## config.mk

```make
export PLATFORM = sky130hd
export DESIGN_NAME = fetch_prefetch_unit
export DESIGN_NICKNAME = d
export VERILOG_FILES = /design/src/rtl/fetch_prefetch_unit_pkg.sv /design/src/rtl/fetch_prefetch_unit_sync_fifo.sv /design/src/rtl/fetch_prefetch_unit.sv
export SDC_FILE = /design/constraint.sdc
export NUM_CORES = 1
export LEC_CHECK = 0
export BUFFER_PORTS_ARGS = -buffer_cell sky130_fd_sc_hd__buf_2
export CAP_MARGIN = 0
export CORE_ASPECT_RATIO = 0.75
export CORE_MARGIN = 2
export CORE_UTILIZATION = 40
export CTS_BUF_LIST = sky130_fd_sc_hd__clkbuf_16
export CTS_CLUSTER_SIZE = 10
export DETAILED_ROUTE_END_ITERATION = 8
export GPL_ROUTABILITY_DRIVEN = 1
export PLACE_DENSITY = 0.6
export SYNTH_ARGS = -nofsm -noshare
export SYNTH_HDL_FRONTEND = slang
export SYNTH_SLANG_ARGS = --single-unit
```

## constraint.sdc

```tcl
create_clock -name clk -period 3.5 [get_ports clk]
set_input_delay 0.7 -clock clk [delete_from_list [all_inputs] [get_ports clk]]
set_output_delay 0.7 -clock clk [all_outputs]
set_load 0.02 [all_outputs]
```

## src/rtl/fetch_prefetch_unit_pkg.sv

```systemverilog
// Shared types and helpers for the prefetching fetch stage.
package fetch_prefetch_unit_pkg;

  localparam int unsigned ADDR_W_DEF = 30;
  localparam int unsigned INST_W     = 32;

  typedef struct packed {
    logic [ADDR_W_DEF-1:0] pc;
    logic [INST_W-1:0]     inst;
  } fetch_entry_t;

  // Little-endian memory word to instruction order.
  function automatic logic [INST_W-1:0] bswap32(input logic [INST_W-1:0] d);
    return {d[7:0], d[15:8], d[23:16], d[31:24]};
  endfunction

endpackage

```

## src/rtl/fetch_prefetch_unit_sync_fifo.sv

```systemverilog
// Prefetch queue: DEPTH entries of {pc, inst}, flush wins over push/pop.
module fetch_prefetch_unit_sync_fifo
  import fetch_prefetch_unit_pkg::*;
#(
  parameter int unsigned DEPTH = 4,
  localparam int unsigned PTR_W = $clog2(DEPTH),
  localparam int unsigned CNT_W = PTR_W + 1
) (
  input  logic               clk,
  input  logic               sync_rst,
  input  logic               i_push,
  input  fetch_entry_t       i_entry,
  input  logic               i_pop,
  input  logic               i_flush,
  output fetch_entry_t       o_head,
  output logic [CNT_W-1:0]   o_count
);

  fetch_entry_t     r_mem [DEPTH];
  logic [PTR_W-1:0] r_wr_ptr;
  logic [PTR_W-1:0] r_rd_ptr;
  logic [CNT_W-1:0] r_count;

  always_ff @(posedge clk) begin
    if (sync_rst || i_flush) begin
      r_wr_ptr <= '0;
      r_rd_ptr <= '0;
      r_count  <= '0;
    end else begin
      if (i_push) r_wr_ptr <= r_wr_ptr + PTR_W'(1);
      if (i_pop)  r_rd_ptr <= r_rd_ptr + PTR_W'(1);
      case ({i_push, i_pop})
        2'b10:   r_count <= r_count + CNT_W'(1);
        2'b01:   r_count <= r_count - CNT_W'(1);
        default: r_count <= r_count;
      endcase
    end
  end

  // Storage needs no reset; emptiness is tracked by r_count.
  always_ff @(posedge clk) begin
    if (i_push && !i_flush && !sync_rst) r_mem[r_wr_ptr] <= i_entry;
  end

  assign o_head  = r_mem[r_rd_ptr];
  assign o_count = r_count;

endmodule

```

## src/rtl/fetch_prefetch_unit.sv

```systemverilog
// Fetch stage with credit-based prefetch queue between pipelined imem and decode.
module fetch_prefetch_unit
  import fetch_prefetch_unit_pkg::*;
#(
  parameter int unsigned        ADDR_W    = ADDR_W_DEF,
  parameter int unsigned        DEPTH     = 4,
  parameter logic [ADDR_W-1:0]  RESET_PC  = '0,
  parameter bit                 BYTE_SWAP = 1'b1
) (
  input  logic              clk,
  input  logic              sync_rst,
  input  logic              clk_en,
  input  logic              jmp,
  input  logic [ADDR_W-1:0] jmp_target,
  output logic              imem_req_valid,
  input  logic              imem_req_ready,
  output logic [ADDR_W-1:0] imem_req_addr,
  input  logic              imem_rsp_valid,
  input  logic [31:0]       imem_rsp_data,
  output logic              out_valid,
  input  logic              out_ready,
  output logic [31:0]       out_inst,
  output logic [ADDR_W-1:0] out_pc
);

  localparam int unsigned CNT_W = $clog2(DEPTH) + 1;
  localparam int unsigned SUM_W = CNT_W + 1;

  logic [ADDR_W-1:0] r_fetch_pc;
  logic [ADDR_W-1:0] r_rsp_pc;
  logic [CNT_W-1:0]  r_outstanding;
  logic [CNT_W-1:0]  r_discard;

  logic              w_active;
  logic              w_credit;
  logic              w_req_fire;
  logic              w_rsp;
  logic              w_drop;
  logic              w_push;
  logic              w_pop;
  logic              w_flush;
  logic              w_nonempty;
  logic [CNT_W-1:0]  w_outstanding_nxt;
  logic [CNT_W-1:0]  w_fifo_count;
  fetch_entry_t      w_push_entry;
  fetch_entry_t      w_head;

  // Every accepted request reserves a queue slot until it is popped.
  assign w_active   = clk_en & ~sync_rst;
  assign w_credit   = (SUM_W'(r_outstanding) + SUM_W'(w_fifo_count)) < SUM_W'(DEPTH);
  assign w_req_fire = imem_req_valid & imem_req_ready;
  assign w_rsp      = w_active & imem_rsp_valid;
  assign w_drop     = (r_discard != '0);
  assign w_push     = w_rsp & ~w_drop & ~jmp;
  assign w_flush    = w_active & jmp;
  assign w_nonempty = (w_fifo_count != '0);
  assign w_pop      = out_valid & out_ready & ~jmp;

  assign w_outstanding_nxt = r_outstanding + CNT_W'(w_req_fire) - CNT_W'(w_rsp);

  assign imem_req_valid = w_active & ~jmp & w_credit;
  assign imem_req_addr  = r_fetch_pc;
  assign out_valid      = w_active & w_nonempty;

  always_ff @(posedge clk) begin
    if (sync_rst) begin
      r_fetch_pc    <= RESET_PC;
      r_rsp_pc      <= RESET_PC;
      r_outstanding <= '0;
      r_discard     <= '0;
    end else if (clk_en) begin
      r_outstanding <= w_outstanding_nxt;
      if (jmp) begin
        // Everything still in flight belongs to the old stream.
        r_fetch_pc <= jmp_target;
        r_rsp_pc   <= jmp_target;
        r_discard  <= w_outstanding_nxt;
      end else begin
        if (w_req_fire)      r_fetch_pc <= r_fetch_pc + ADDR_W'(1);
        if (w_push)          r_rsp_pc   <= r_rsp_pc + ADDR_W'(1);
        if (w_rsp && w_drop) r_discard  <= r_discard - CNT_W'(1);
      end
    end
  end

  assign w_push_entry.pc   = ADDR_W_DEF'(r_rsp_pc);
  assign w_push_entry.inst = imem_rsp_data;

  fetch_prefetch_unit_sync_fifo #(
    .DEPTH (DEPTH)
  ) u_fifo (
    .clk      (clk),
    .sync_rst (sync_rst),
    .i_push   (w_push),
    .i_entry  (w_push_entry),
    .i_pop    (w_pop),
    .i_flush  (w_flush),
    .o_head   (w_head),
    .o_count  (w_fifo_count)
  );

  assign out_pc   = w_nonempty ? ADDR_W'(w_head.pc) : '0;
  assign out_inst = w_nonempty ? (BYTE_SWAP ? bswap32(w_head.inst) : w_head.inst) : '0;

endmodule

```

==> results of run 1 <==
-- sequential cells by signal (all words and copies together) (netlist names), named ones only --
name	cells
r_discard	3
u_fifo.r_wr_ptr	2
r_outstanding	3
imem_req_addr	30
u_fifo.o_count	3
r_rsp_pc	30
u_fifo.r_rd_ptr	2
u_fifo.r_mem	248
-- final cells by class --
cell class | count | area, sq um | share of cell area, %
clock buffers | 39 | 976 | 5.86
clock inverters | 32 | 171 | 1.03
inverters | 16 | 60.1 | 0.360
multi-input cells | 591 | 4750 | 28.5
flip-flops and latches | 323 | 8950 | 53.7
well taps | 457 | 572 | 3.43
repair buffers | 195 | 1190 | 7.12
-- power groups by stage --
| stage | sequential [mW] | clock (mW) | combinational [mW] |
|---|---|---|---|
| 2_1_floorplan | 4.35 | 0 | 0.251 |
| 3_3_place_gp | 4.35 | 0 | 0.447 |
| 3_5_place_dp | 4.36 | 0 | 0.452 |
| 4_1_cts | 4.28 | 3.67 | 0.454 |
| 5_1_grt | 4.29 | 3.84 | 0.497 |
| 6_report | 4.28 | 3.59 | 0.453 |
-- critical path, delay by kind of cell (launching register included) --
family	cells	cell delay [ns]
xor gates and xnor gates	2	0.43
DFF	1	0.34
and+or+nand+nor	4	0.98
adders and majority gates	4	1.17
buffers and inverters	1	0.04
AOI/OAI and AO/OA	2	0.20
-- logic make-up after synthesis --
family	count (synthesis)	synth area share [%]
multiplexers	74	10.8
buffers and inverters	81	2.33
AO/OA/AOI/OAI	187	8.74
XOR/XNOR	8	0.500
flip-flops	323	63.9
AND/OR/NAND/NOR	307	12.3
adder cells (fa/ha/maj)	15	1.45
-- final timing paths --
| path | from | endpoint | slack [ns] | cells past startpoint |
|---|---|---|---|---|
| setup / recovery | r_outstanding[2] | r_discard[2] | 0.29 | 13 |
| hold / removal | imem_rsp_data[25] | u_fifo.r_mem[0][25] | 0.39 | 1 |
| setup reg to reg | r_outstanding[2] | r_discard[2] | 0.29 | 13 |
| hold reg to reg | r_discard[0] | r_discard[0] | 0.47 | 2 |
-- layer usage --
layer,part of all wire [%],up-vias,wire length (um),global-route usage (%)
li1,-,4231,-,-
met4,1.6,0,531,4.17
met3,8.6,44,2890,3.99
met1,47,4561,15700,28.5
met2,43,375,14400,26.4
met5,0,-,0,0
-- Yosys cell counts (8+ instances only) --
master,count,area (sq um)
sky130_fd_sc_hd__nand2_1,41,154
sky130_fd_sc_hd__nor3_1,17,85.1
sky130_fd_sc_hd__a22oi_1,16,120
sky130_fd_sc_hd__nand3_1,28,140
sky130_fd_sc_hd__nand4_1,16,100
sky130_fd_sc_hd__nor2b_1,69,432
sky130_fd_sc_hd__inv_1,15,56.3
sky130_fd_sc_hd__clkbuf_1,44,165
sky130_fd_sc_hd__mux2i_1,12,120
sky130_fd_sc_hd__a31oi_1,13,81.3
sky130_fd_sc_hd__buf_2,11,55.1
sky130_fd_sc_hd__a211oi_1,9,67.6
sky130_fd_sc_hd__and3_1,9,56.3
sky130_fd_sc_hd__edfxtp_1,248,7450
sky130_fd_sc_hd__dfxtp_1,75,1500
sky130_fd_sc_hd__buf_1,8,30.0
sky130_fd_sc_hd__nor2_1,75,282
sky130_fd_sc_hd__and2_1,9,56.3
sky130_fd_sc_hd__ha_1,13,163
sky130_fd_sc_hd__a21oi_1,51,255
sky130_fd_sc_hd__o21ai_0,29,145
sky130_fd_sc_hd__o31ai_1,9,67.6
sky130_fd_sc_hd__mux4_2,62,1400
-- per-stage QoR --
stage | cells | cell area, sq um | util (%) | hold WS [ns]
2_1_floorplan | 995 | 14000 | - | 0.446
3_3_place_gp | 1582 | 15500 | 44.8 | 0.459
3_5_place_dp | 1582 | 15500 | 44.8 | 0.464
4_1_cts | 1653 | 16700 | 48.1 | 0.366
5_1_grt | 1653 | 16700 | 48.1 | 0.372
6_report | 1653 | 16700 | 48.1 | 0.389
==> impl_results.md, run 1 <==
- P_leak: 5.87 nW
- Final worst slack: 0.287 ns
- Delay of the slowest critical-path stage: 0.38 ns
- PnR Total Power: approximately 8.3 mW
- Cts bufs inserted: 39
- Internal Dissipation: 6.45 mW
- Number of standard-cell rows in the floorplan: 59
- Depth of the CTS H-tree: 2
- Tightest Hold Check Type: input port to register
- Arrival time reported for the critical path endpoint: 3.66 ns
- Switching part of the total: 22.5%
- Async SR Flop Fraction: 0%
- Clock latency on the worst-skew pair: 0.53 ns
- Post-synthesis area per instance: roughly 14 sq um
- Top cell by count, worst path: sky130_fd_sc_hd__ha_1
- Power density normalized to cell area: 500 mW/mm^2
- Count of TritonRoute iterations in the first routing pass: 5
- Number of hold buffers added after CTS: 0
- Post-synthesis sequential area ratio: between 60% and 70%
- Routed Antenna Nets: 0
- Root buf cell: sky130_fd_sc_hd__clkbuf_16
- Result of the run: complete, no violations
- Post-layout min period: 3.21 ns
- Share of the clock period used by the worst path: between 90% and 100%
- Core area: around 0.035 sq mm
- Worst-path cell with the longest stage delay: sky130_fd_sc_hd__fa_1
- Starting density of the core: around 40%
- Layout cells sized above 1: 27.6%
- Number of global-route vias before repair: 8927
- Tot GR Track Use: between 10% and 20%
- Yosys synthesis warning count: 0
- Vert. Die Dim: 166 um
- Via-to-Cell Ratio: 5.57
- Instance count of the mapped netlist: 995
- Leading cell types in the layout, fill and taps excluded: 248 x sky130_fd_sc_hd__edfxtp_1, 161 x sky130_fd_sc_hd__buf_2, 75 x sky130_fd_sc_hd__nor2_1
- Number of primary I/O pins: 163
- Layout overhead on the synthesized area: 19.0%
- Fin Setup TNS: 0 ns
- Transition time of the tightest slew-check pin: 0.769 ns
- Power share of the clock group: 43.2%
- Die area: 0.0366 sq mm
- Max-cap violations: 0
- Max-slew headroom at the worst pin: 48.1%
- Crit end category: register
- Die span in x: 220 um
- Avg WL per Cell: 20.3 um
- Fin nets: 1250
- Number of post-CTS setup repair buffers: 0
- GPL Wtd Cong: 0.839
- Summed instance area of the synthesized netlist: 0.0140 sq mm
- Number of inserted diodes: 0
- Congestion Overflow GR: 0
- Data required time at the worst endpoint: roughly 4.0 ns
- Total of buffers placed on input and output ports: 162
- Count of endpoints failing setup in the final report: 0
- First-pass GRT wire length: between 50000 and 60000 um
- Clock Tree Buf Depth: 3
- Unrepaired setup endpoints after global routing: no
- Most used DFF post-synth: sky130_fd_sc_hd__edfxtp_1
- Cells traversed along the worst timing path: ha_1, nor4_2, and3_1, nand2_1, ha_1, inv_1, ha_1, fa_1, xnor2_1, xor2_1, a22oi_1, or2_2, a21oi_1
- Remaining routing DRC violations: 0
- Violation count after the first detailed-routing iteration: 765
- Pin count of the biggest net entering global routing: 64
- Most frequent standard cell in the layout excluding fill and tap cells: sky130_fd_sc_hd__edfxtp_1
- Post-synthesis register bit count: 323
- Sequential group share of total power: 51.4%
- Worst IR drop on VDD: 0.321 mV
- Antenna violations before repair: 0
- Routed wire length: 33500 um
- Path type of the worst setup path: register to register
- Number of hold violations in the final report: 0
- Worst slack after detailed placement: 0.128 ns
- TritonCTS clock tree: built
- Clock tree sinks: 323
- Maximum achievable frequency: ~310 MHz
- Fin Clk Skew: 0.0228 ns
- Number of pins with negative max-slew slack in the final report: 0
- Count of unique library cells instantiated by Yosys: 70
- Post-DP HPWL: 22100 um
- EDFF count, synth: 248
- Total via count in the routed design: 9211
- Worst-path fanout max: 3
- Portion of total power attributed to combinational logic: between 5 and 6%
- Post-Synthesis Net Count: 1079
- Fill cell count: 3014
- Number of gates resized after cts: 0
- Critical path startpoint category: register
- Sw Pwr: ~1.9 mW
- Clock-pin transition on the worst setup and hold timing paths: 0.06 ns
(Power assumes the default switching activity.)
==> inputs of run 2 (changes only) <==
--- a/config.mk
+++ b/config.mk
@@ -11,10 +11,11 @@
 export CORE_MARGIN = 2
 export CORE_UTILIZATION = 40
 export CTS_BUF_LIST = sky130_fd_sc_hd__clkbuf_16
+export CTS_CLUSTER_DIAMETER = 200
 export CTS_CLUSTER_SIZE = 10
 export DETAILED_ROUTE_END_ITERATION = 8
 export GPL_ROUTABILITY_DRIVEN = 1
-export PLACE_DENSITY = 0.6
+export PLACE_DENSITY = 0.68
 export SYNTH_ARGS = -nofsm -noshare
 export SYNTH_HDL_FRONTEND = slang
 export SYNTH_SLANG_ARGS = --single-unit
==> impl_results.md, run 2 (synthesized netlist as in run 1, its figures left out) <==
- Area taken by multi-input logic gates: 0.00474 sq mm
- Layout cells sized above 1: 27.6%
- Number of global-route vias before repair: 9010
- Number of post-CTS setup repair buffers: 0
- Data required time at the worst endpoint: 3.97 ns
- TritonCTS clock tree: built
- Post-DP HPWL: 21400 um
- Via-to-Cell Ratio: around 5.7
- Die area: 0.0366 sq mm
- Violation count after the first detailed-routing iteration: 904
- Kind of cell adding the most delay to the critical path: adder cells
- Routed Antenna Nets: 0
- Worst-path fanout max: 3
- Number of flip-flops in the largest register: 248
- Die span in x: 220 um
- Cts bufs inserted: 38
- GPL Wtd Cong: 0.866
- Layout Utilization: between 40% and 50%
- Max-cap violations: 0
- Fin Clk Skew: 0.0199 ns
- Result of the run: complete, no violations
- Fin nets: ~1200
- Routed wire length: roughly 33000 um
- P_leak: 5.73 nW
- Number of inserted diodes: 0
- Unrepaired setup endpoints after global routing: no
- Arrival time reported for the critical path endpoint: around 3.7 ns
- Max-slew headroom at the worst pin: 52.0%
- Number of gates resized after cts: 0
- # placed instances: 1577
- Avg WL per Cell: around 20 um
- Vert. Die Dim: 166 um
- First-pass GRT wire length: 51800 um
- Tot GR Track Use: a little under a fifth
- Tightest Hold Check Type: input port to register
- Number of pins with negative max-slew slack in the final report: 0
- Clock Tree Buf Depth: 3
- Maximum achievable frequency: 306 MHz
- Transition time of the tightest slew-check pin: 0.714 ns
- Crit end category: register
- Fill cell count: between 3000 and 4000
- Share of the clock period used by the worst path: 93.3%
- Area used by sequential logic in the layout: 0.00895 sq mm
- Count of TritonRoute iterations in the first routing pass: 5
- Cells traversed along the worst timing path: ha_1, nor4_2, and3_1, nand2_1, ha_1, inv_1, ha_1, fa_1, xnor2_1, xor2_1, a22oi_1, or2_2, a21oi_1
- Root buf cell: sky130_fd_sc_hd__clkbuf_16
- Core area: 0.0346 sq mm
- Worst IR drop on VDD: 0.381 mV
- Power density normalized to cell area: 497 mW/mm^2
- Total of buffers placed on input and output ports: 162
- Number of hold violations in the final report: 0
- Worst-path cell with the longest stage delay: sky130_fd_sc_hd__nor4_2
- Buffering stage count on the worst path with inverters included: 1
- Starting density of the core: between 40% and 50%
- Most flop-heavy register: u_fifo.r_mem
- Delay of the slowest critical-path stage: 0.39 ns
- Count of endpoints failing setup in the final report: 0
- Depth of the CTS H-tree: 2
- Top cell by count, worst path: sky130_fd_sc_hd__ha_1
- Clock tree sinks: 323
- Total via count in the routed design: 9258
- Number of primary I/O pins: 163
- Leading cell types in the layout, fill and taps excluded: 248 x sky130_fd_sc_hd__edfxtp_1, 162 x sky130_fd_sc_hd__buf_2, 75 x sky130_fd_sc_hd__nor2_1
- Clock latency on the worst-skew pair: 0.53 ns
- Number of standard-cell rows in the floorplan: 59
- Antenna violations before repair: 1
- Remaining routing DRC violations: 0
- Path type of the worst setup path: register to register
- Critical path startpoint category: register
- Final worst slack: between 0.2 and 0.25 ns
- Most frequent standard cell in the layout excluding fill and tap cells: sky130_fd_sc_hd__edfxtp_1
- Fin Setup TNS: 0 ns
- Clock-pin transition on the worst setup and hold timing paths: ~0.060 ns
- PnR Total Power: 8.19 mW
- Layout overhead on the synthesized area: 17.7%
- Post-layout min period: 3.26 ns
- Congestion Overflow GR: 0
- Pin count of the biggest net entering global routing: 64
- Number of hold buffers added after CTS: 0
- Non-filler cells, final: 1628
- Worst slack after detailed placement: 0.137 ns
==> run 2: cell count changes in the layout (fill, tap and decap cells not counted) <==
cell	before	now
sky130_fd_sc_hd__buf_4	24	21
sky130_fd_sc_hd__inv_6	1	2
sky130_fd_sc_hd__buf_12	10	7
sky130_fd_sc_hd__buf_2	161	162
sky130_fd_sc_hd__bufinv_16	1	0
sky130_fd_sc_hd__o21ai_2	1	0
sky130_fd_sc_hd__clkinvlp_4	1	0
sky130_fd_sc_hd__inv_1	40	24
sky130_fd_sc_hd__clkinv_1	4	1
sky130_fd_sc_hd__o21ai_1	5	6
==> run 2: area by class of cell <==
cell class | instances | area share (%)
Clock inverter | 12 | 0.433
Multi-Input combinational cell | 591 | 28.8
Inverter | 16 | 0.364
Timing Repair Buffer | 190 | 6.72
Tap cell | 457 | 3.47
Sequential cell | 323 | 54.3
Clock buffer | 39 | 5.92
==> run 2: stage by stage <==
stage	cell area [sq um]	hold WS [ns]
after global routing	16500	0.379
after detailed placement	15400	0.468
after CTS	16500	0.371
after global placement	15400	0.461
after floorplan	14000	0.446
final	16500	0.392
==> run 2: where the power goes <==
group	total [mW]	internal (mW)	leakage, nW	switching, mW
logic	0.446	0.171	2.37	0.275
registers	4.28	4.19	2.81	0.0938
clock network	3.46	1.99	0.547	1.47
total	8.19	6.35	5.73	1.84
==> run 2: worst reg2reg max path, cell delays in order, from the launching register on <==
cell and delay [ns]:
sky130_fd_sc_hd__dfxtp_1 0.34, sky130_fd_sc_hd__ha_1 0.31, sky130_fd_sc_hd__nor4_2 0.39, sky130_fd_sc_hd__and3_1 0.25, sky130_fd_sc_hd__nand2_1 0.13, sky130_fd_sc_hd__ha_1 0.30, sky130_fd_sc_hd__inv_1 0.04, sky130_fd_sc_hd__ha_1 0.18
sky130_fd_sc_hd__fa_1 0.38, sky130_fd_sc_hd__xnor2_1 0.25, sky130_fd_sc_hd__xor2_1 0.17, sky130_fd_sc_hd__a22oi_1 0.07, sky130_fd_sc_hd__or2_2 0.29, sky130_fd_sc_hd__a21oi_1 0.11
==> run 2: worst paths after layout <==
path,from,to,slack [ns],depth (start not counted)
worst min register to register,r_discard[0],r_discard[0],0.47,2
worst min-delay path,imem_rsp_data[24],u_fifo.r_mem[1][24],0.39,1
worst max register to register,r_outstanding[2],r_discard[2],0.24,13
worst max-delay path,r_outstanding[2],r_discard[2],0.24,13
==> run 2: metal layers <==
| layer | vias up | global-route usage, % | wire length [um] |
|---|---|---|---|
| met5 | - | 0 | 12 |
| met4 | 2 | 4.29 | 476 |
| met3 | 36 | 3.66 | 2750 |
| met2 | 415 | 26.7 | 14600 |
| met1 | 4598 | 28.2 | 15500 |
| li1 | 4207 | - | - |
==> inputs of run 3 (changes only) <==
--- a/config.mk
+++ b/config.mk
@@ -15,7 +15,9 @@
 export CTS_CLUSTER_SIZE = 10
 export DETAILED_ROUTE_END_ITERATION = 8
 export GPL_ROUTABILITY_DRIVEN = 1
+export MAX_ROUTING_LAYER = met4
 export PLACE_DENSITY = 0.68
 export SYNTH_ARGS = -nofsm -noshare
 export SYNTH_HDL_FRONTEND = slang
+export SYNTH_HIERARCHICAL = 1
 export SYNTH_SLANG_ARGS = --single-unit
==> impl_results.md, run 3 <==
- Result of the run: finished with violations
- Violated checks: DRC
- Number of hold violations in the final report: 0
- Post-placement cell area: 0.0155 sq mm
- Count of unique library cells instantiated by Yosys: 77
- Arrival time reported for the critical path endpoint: roughly 2.3 ns
- Most flop-heavy register: u_fifo/r_mem
- Tot GR Track Use: between 10% and 20%
- Die span in x: between 200 and 250 um
- Die area: approximately 0.037 sq mm
- Worst IR drop on VDD: around 0.29 mV
- Async SR Flop Fraction: 0%
- Transition time of the tightest slew-check pin: 0.878 ns
- Power density normalized to cell area: 492 mW/mm^2
- Post-synthesis area per instance: around 14 sq um
- Critical path startpoint category: register
- Post-synthesis sequential area ratio: 63.0%
- Number of gates resized after cts: 0
- Worst reg2reg endpoint: r_discard[2]
- Post-Synthesis Net Count: about 1100
- GPL Wtd Cong: ~0.89
- Antenna violations before repair: 0
- Post-DP HPWL: approximately 21000 um
- Instance count of the mapped netlist: around 1000
- R2r setup slk: 0.68 ns
- Post-synthesis cell type with the largest combined area: sky130_fd_sc_hd__edfxtp_1
- Count of endpoints failing setup in the final report: 0
- Clock tree sinks: approximately 320
- Post-synthesis register bit count: roughly 320
- Area fraction of the dominant cell type after synthesis: 52.4%
- Clock-pin transition on the worst setup and hold timing paths: 0.05 ns
- First-pass GRT wire length: 51500 um
- Number of hold buffers added after CTS: 0
- Number of flip-flops in the largest register: 248
- Routed Antenna Nets: 0
- Area used by sequential logic in the layout: between 0.008 and 0.009 sq mm
- Number of global-route vias before repair: about 9000
- Layout cells sized above 1: between 20% and 30%
- Summed instance area of the synthesized netlist: approximately 0.014 sq mm
- Data required time at the worst endpoint: 2.80 ns
- Most frequent standard cell in the layout excluding fill and tap cells: sky130_fd_sc_hd__edfxtp_1
- Pin count of the biggest net entering global routing: 75
- Number of pins with negative max-slew slack in the final report: 0
- Number of cells traversed by the worst register-to-register path: 14
- Violation count after the first detailed-routing iteration: 1033
- Crit end category: output port
- EDFF count, synth: 248
- Congestion Overflow GR: 0
- Most used DFF post-synth: sky130_fd_sc_hd__edfxtp_1
- Beginning of the worst hold path: imem_rsp_data[27]
- End point of the worst hold path: u_fifo/r_mem[1][27]
- Root buf cell: sky130_fd_sc_hd__clkbuf_16
- Unrepaired setup endpoints after global routing: no
- Cts bufs inserted: 38
- Number of primary I/O pins: 163
- Depth of the CTS H-tree: 2
- Top post-synthesis cells by area: sky130_fd_sc_hd__edfxtp_1 52%, sky130_fd_sc_hd__dfxtp_1 11%, sky130_fd_sc_hd__mux4_2 9.5%
- Vert. Die Dim: between 150 and 200 um
- Layout overhead on the synthesized area: 16.7%
- Yosys synthesis warning count: 6
- P_leak: 5.84 nW
- Fin Clk Skew: 0.0162 ns
- Total via count in the routed design: 9357
- Number of standard-cell rows in the floorplan: 59
- Total of buffers placed on input and output ports: 162
- Starting density of the core: approximately two fifths
- Worst-path fanout max: 17
- Leading cell type by number of instances after synthesis: sky130_fd_sc_hd__edfxtp_1
- Remaining routing DRC violations: 13
- Post-layout min period: roughly 3 ns
- Fill cell count: 3042
- Maximum achievable frequency: 334 MHz
- Area taken by multi-input logic gates: 0.00481 sq mm
- Count of TritonRoute iterations in the first routing pass: 7
- Number of post-CTS setup repair buffers: 0
- Fin Setup TNS: 0 ns
- Via-to-Cell Ratio: ~5.7
- Max-slew headroom at the worst pin: around two fifths
- Fin nets: 1254
- Path type of the worst setup path: register to output port
- Core area: 0.0348 sq mm
- Clock Tree Buf Depth: 3
- Number of inserted diodes: 0
- Leading cell types in the layout, fill and taps excluded: 248 x sky130_fd_sc_hd__edfxtp_1, 161 x sky130_fd_sc_hd__buf_2, 73 x sky130_fd_sc_hd__dfxtp_1
- Routed wire length: 33600 um
- TritonCTS clock tree: built
- Count of cells along the worst hold path: 1
- Share of the clock period used by the worst path: a little under nine tenths
- Avg WL per Cell: 20.5 um
- Area of all placed cells without fillers: ~0.017 sq mm
- Tightest Hold Check Type: input port to register
- Most common library cells after synthesis: 248 x sky130_fd_sc_hd__edfxtp_1, 75 x sky130_fd_sc_hd__dfxtp_1, 68 x sky130_fd_sc_hd__nor2b_1
- Startpoint of the worst register-to-register path: u_fifo/o_count[2]
- Max-cap violations: 0
- Clock latency on the worst-skew pair: 0.53 ns
[run 3: changes by cell type after synthesis, moves of 7 or more]
| cell | change |
|---|---|
| sky130_fd_sc_hd__o21ai_0 | +7 |
| sky130_fd_sc_hd__and3_1 | +8 |
| sky130_fd_sc_hd__a22oi_1 | -13 |
| sky130_fd_sc_hd__inv_1 | +12 |
| sky130_fd_sc_hd__clkbuf_1 | -17 |
| sky130_fd_sc_hd__nor2_1 | -15 |
[run 3: layout make-up]
class                           count  area share [%]
Timing Repair Buffer              186            6.60
Sequential cell                   323            54.0
Multi-Input combinational cell    593            29.0
Clock inverter                     12           0.430
Tap cell                          457            3.45
Clock buffer                       39            5.89
Inverter                           28           0.634
[run 3: worst max-delay path by stage]
stage                        start                  to  slack (ns)  depth (start not counted)
after detailed placement  sync_rst        r_discard[2]        0.54                         14
after global placement      clk_en        r_discard[2]        0.61                         14
final                     register          out_pc[25]        0.51                          4
after CTS                 register          out_pc[25]        0.42                          4
after global routing      register          out_pc[25]        0.35                          4
after floorplan           sync_rst  u_fifo/r_mem[2][0]      0.0004                          5
[run 3: stage by stage]
stage	power (mW)	hold slack, ns	instances	setup WS (ns)	util [%]
floorplan	4.59	0.455	1003	0.000403	-
global placement	4.78	0.476	1587	0.605	44.6
detailed placement	4.79	0.490	1587	0.543	44.6
CTS	8.24	0.363	1638	0.417	47.6
global route	8.43	0.374	1638	0.352	47.6
finish	8.15	0.388	1638	0.510	47.6
[run 3: cell families (layout without fill, tap and decap cells)]
logic type | after synthesis | after routing | share of synthesized area (%)
and+or+nand+nor | 303 | 303 | 12.0
xor gates and xnor gates | 7 | 7 | 0.432
DFF | 323 | 323 | 63.0
buffers and inverters | 87 | 265 | 3.22
adders and majority gates | 15 | 15 | 1.43
muxes | 75 | 75 | 10.8
AOI/OAI and AO/OA | 193 | 193 | 9.10
[run 3: power breakdown]
group | switching (mW) | leakage [nW] | total [mW] | internal, mW
sequential | 0.0859 | 2.90 | 4.26 | 4.18
combinational | 0.287 | 2.39 | 0.461 | 0.174
clock | 1.44 | 0.547 | 3.43 | 1.99
total | 1.81 | 5.84 | 8.15 | 6.34
[run 3: critical path, stage by stage, from the launching register on]
cell	delay (ns)
sky130_fd_sc_hd__dfxtp_4	0.59
sky130_fd_sc_hd__buf_4	0.29
sky130_fd_sc_hd__mux4_1	0.55
sky130_fd_sc_hd__nor2b_1	0.16
sky130_fd_sc_hd__buf_2	0.18
[run 3: routing by layer]
| layer | GRT usage, % | share of wire [%] |
|---|---|---|
| met2 | 26.1 | 44 |
| met3 | 3.63 | 9.3 |
| met1 | 27.6 | 46 |
| met5 | - | 0 |
| met4 | 3.44 | 1.0 |
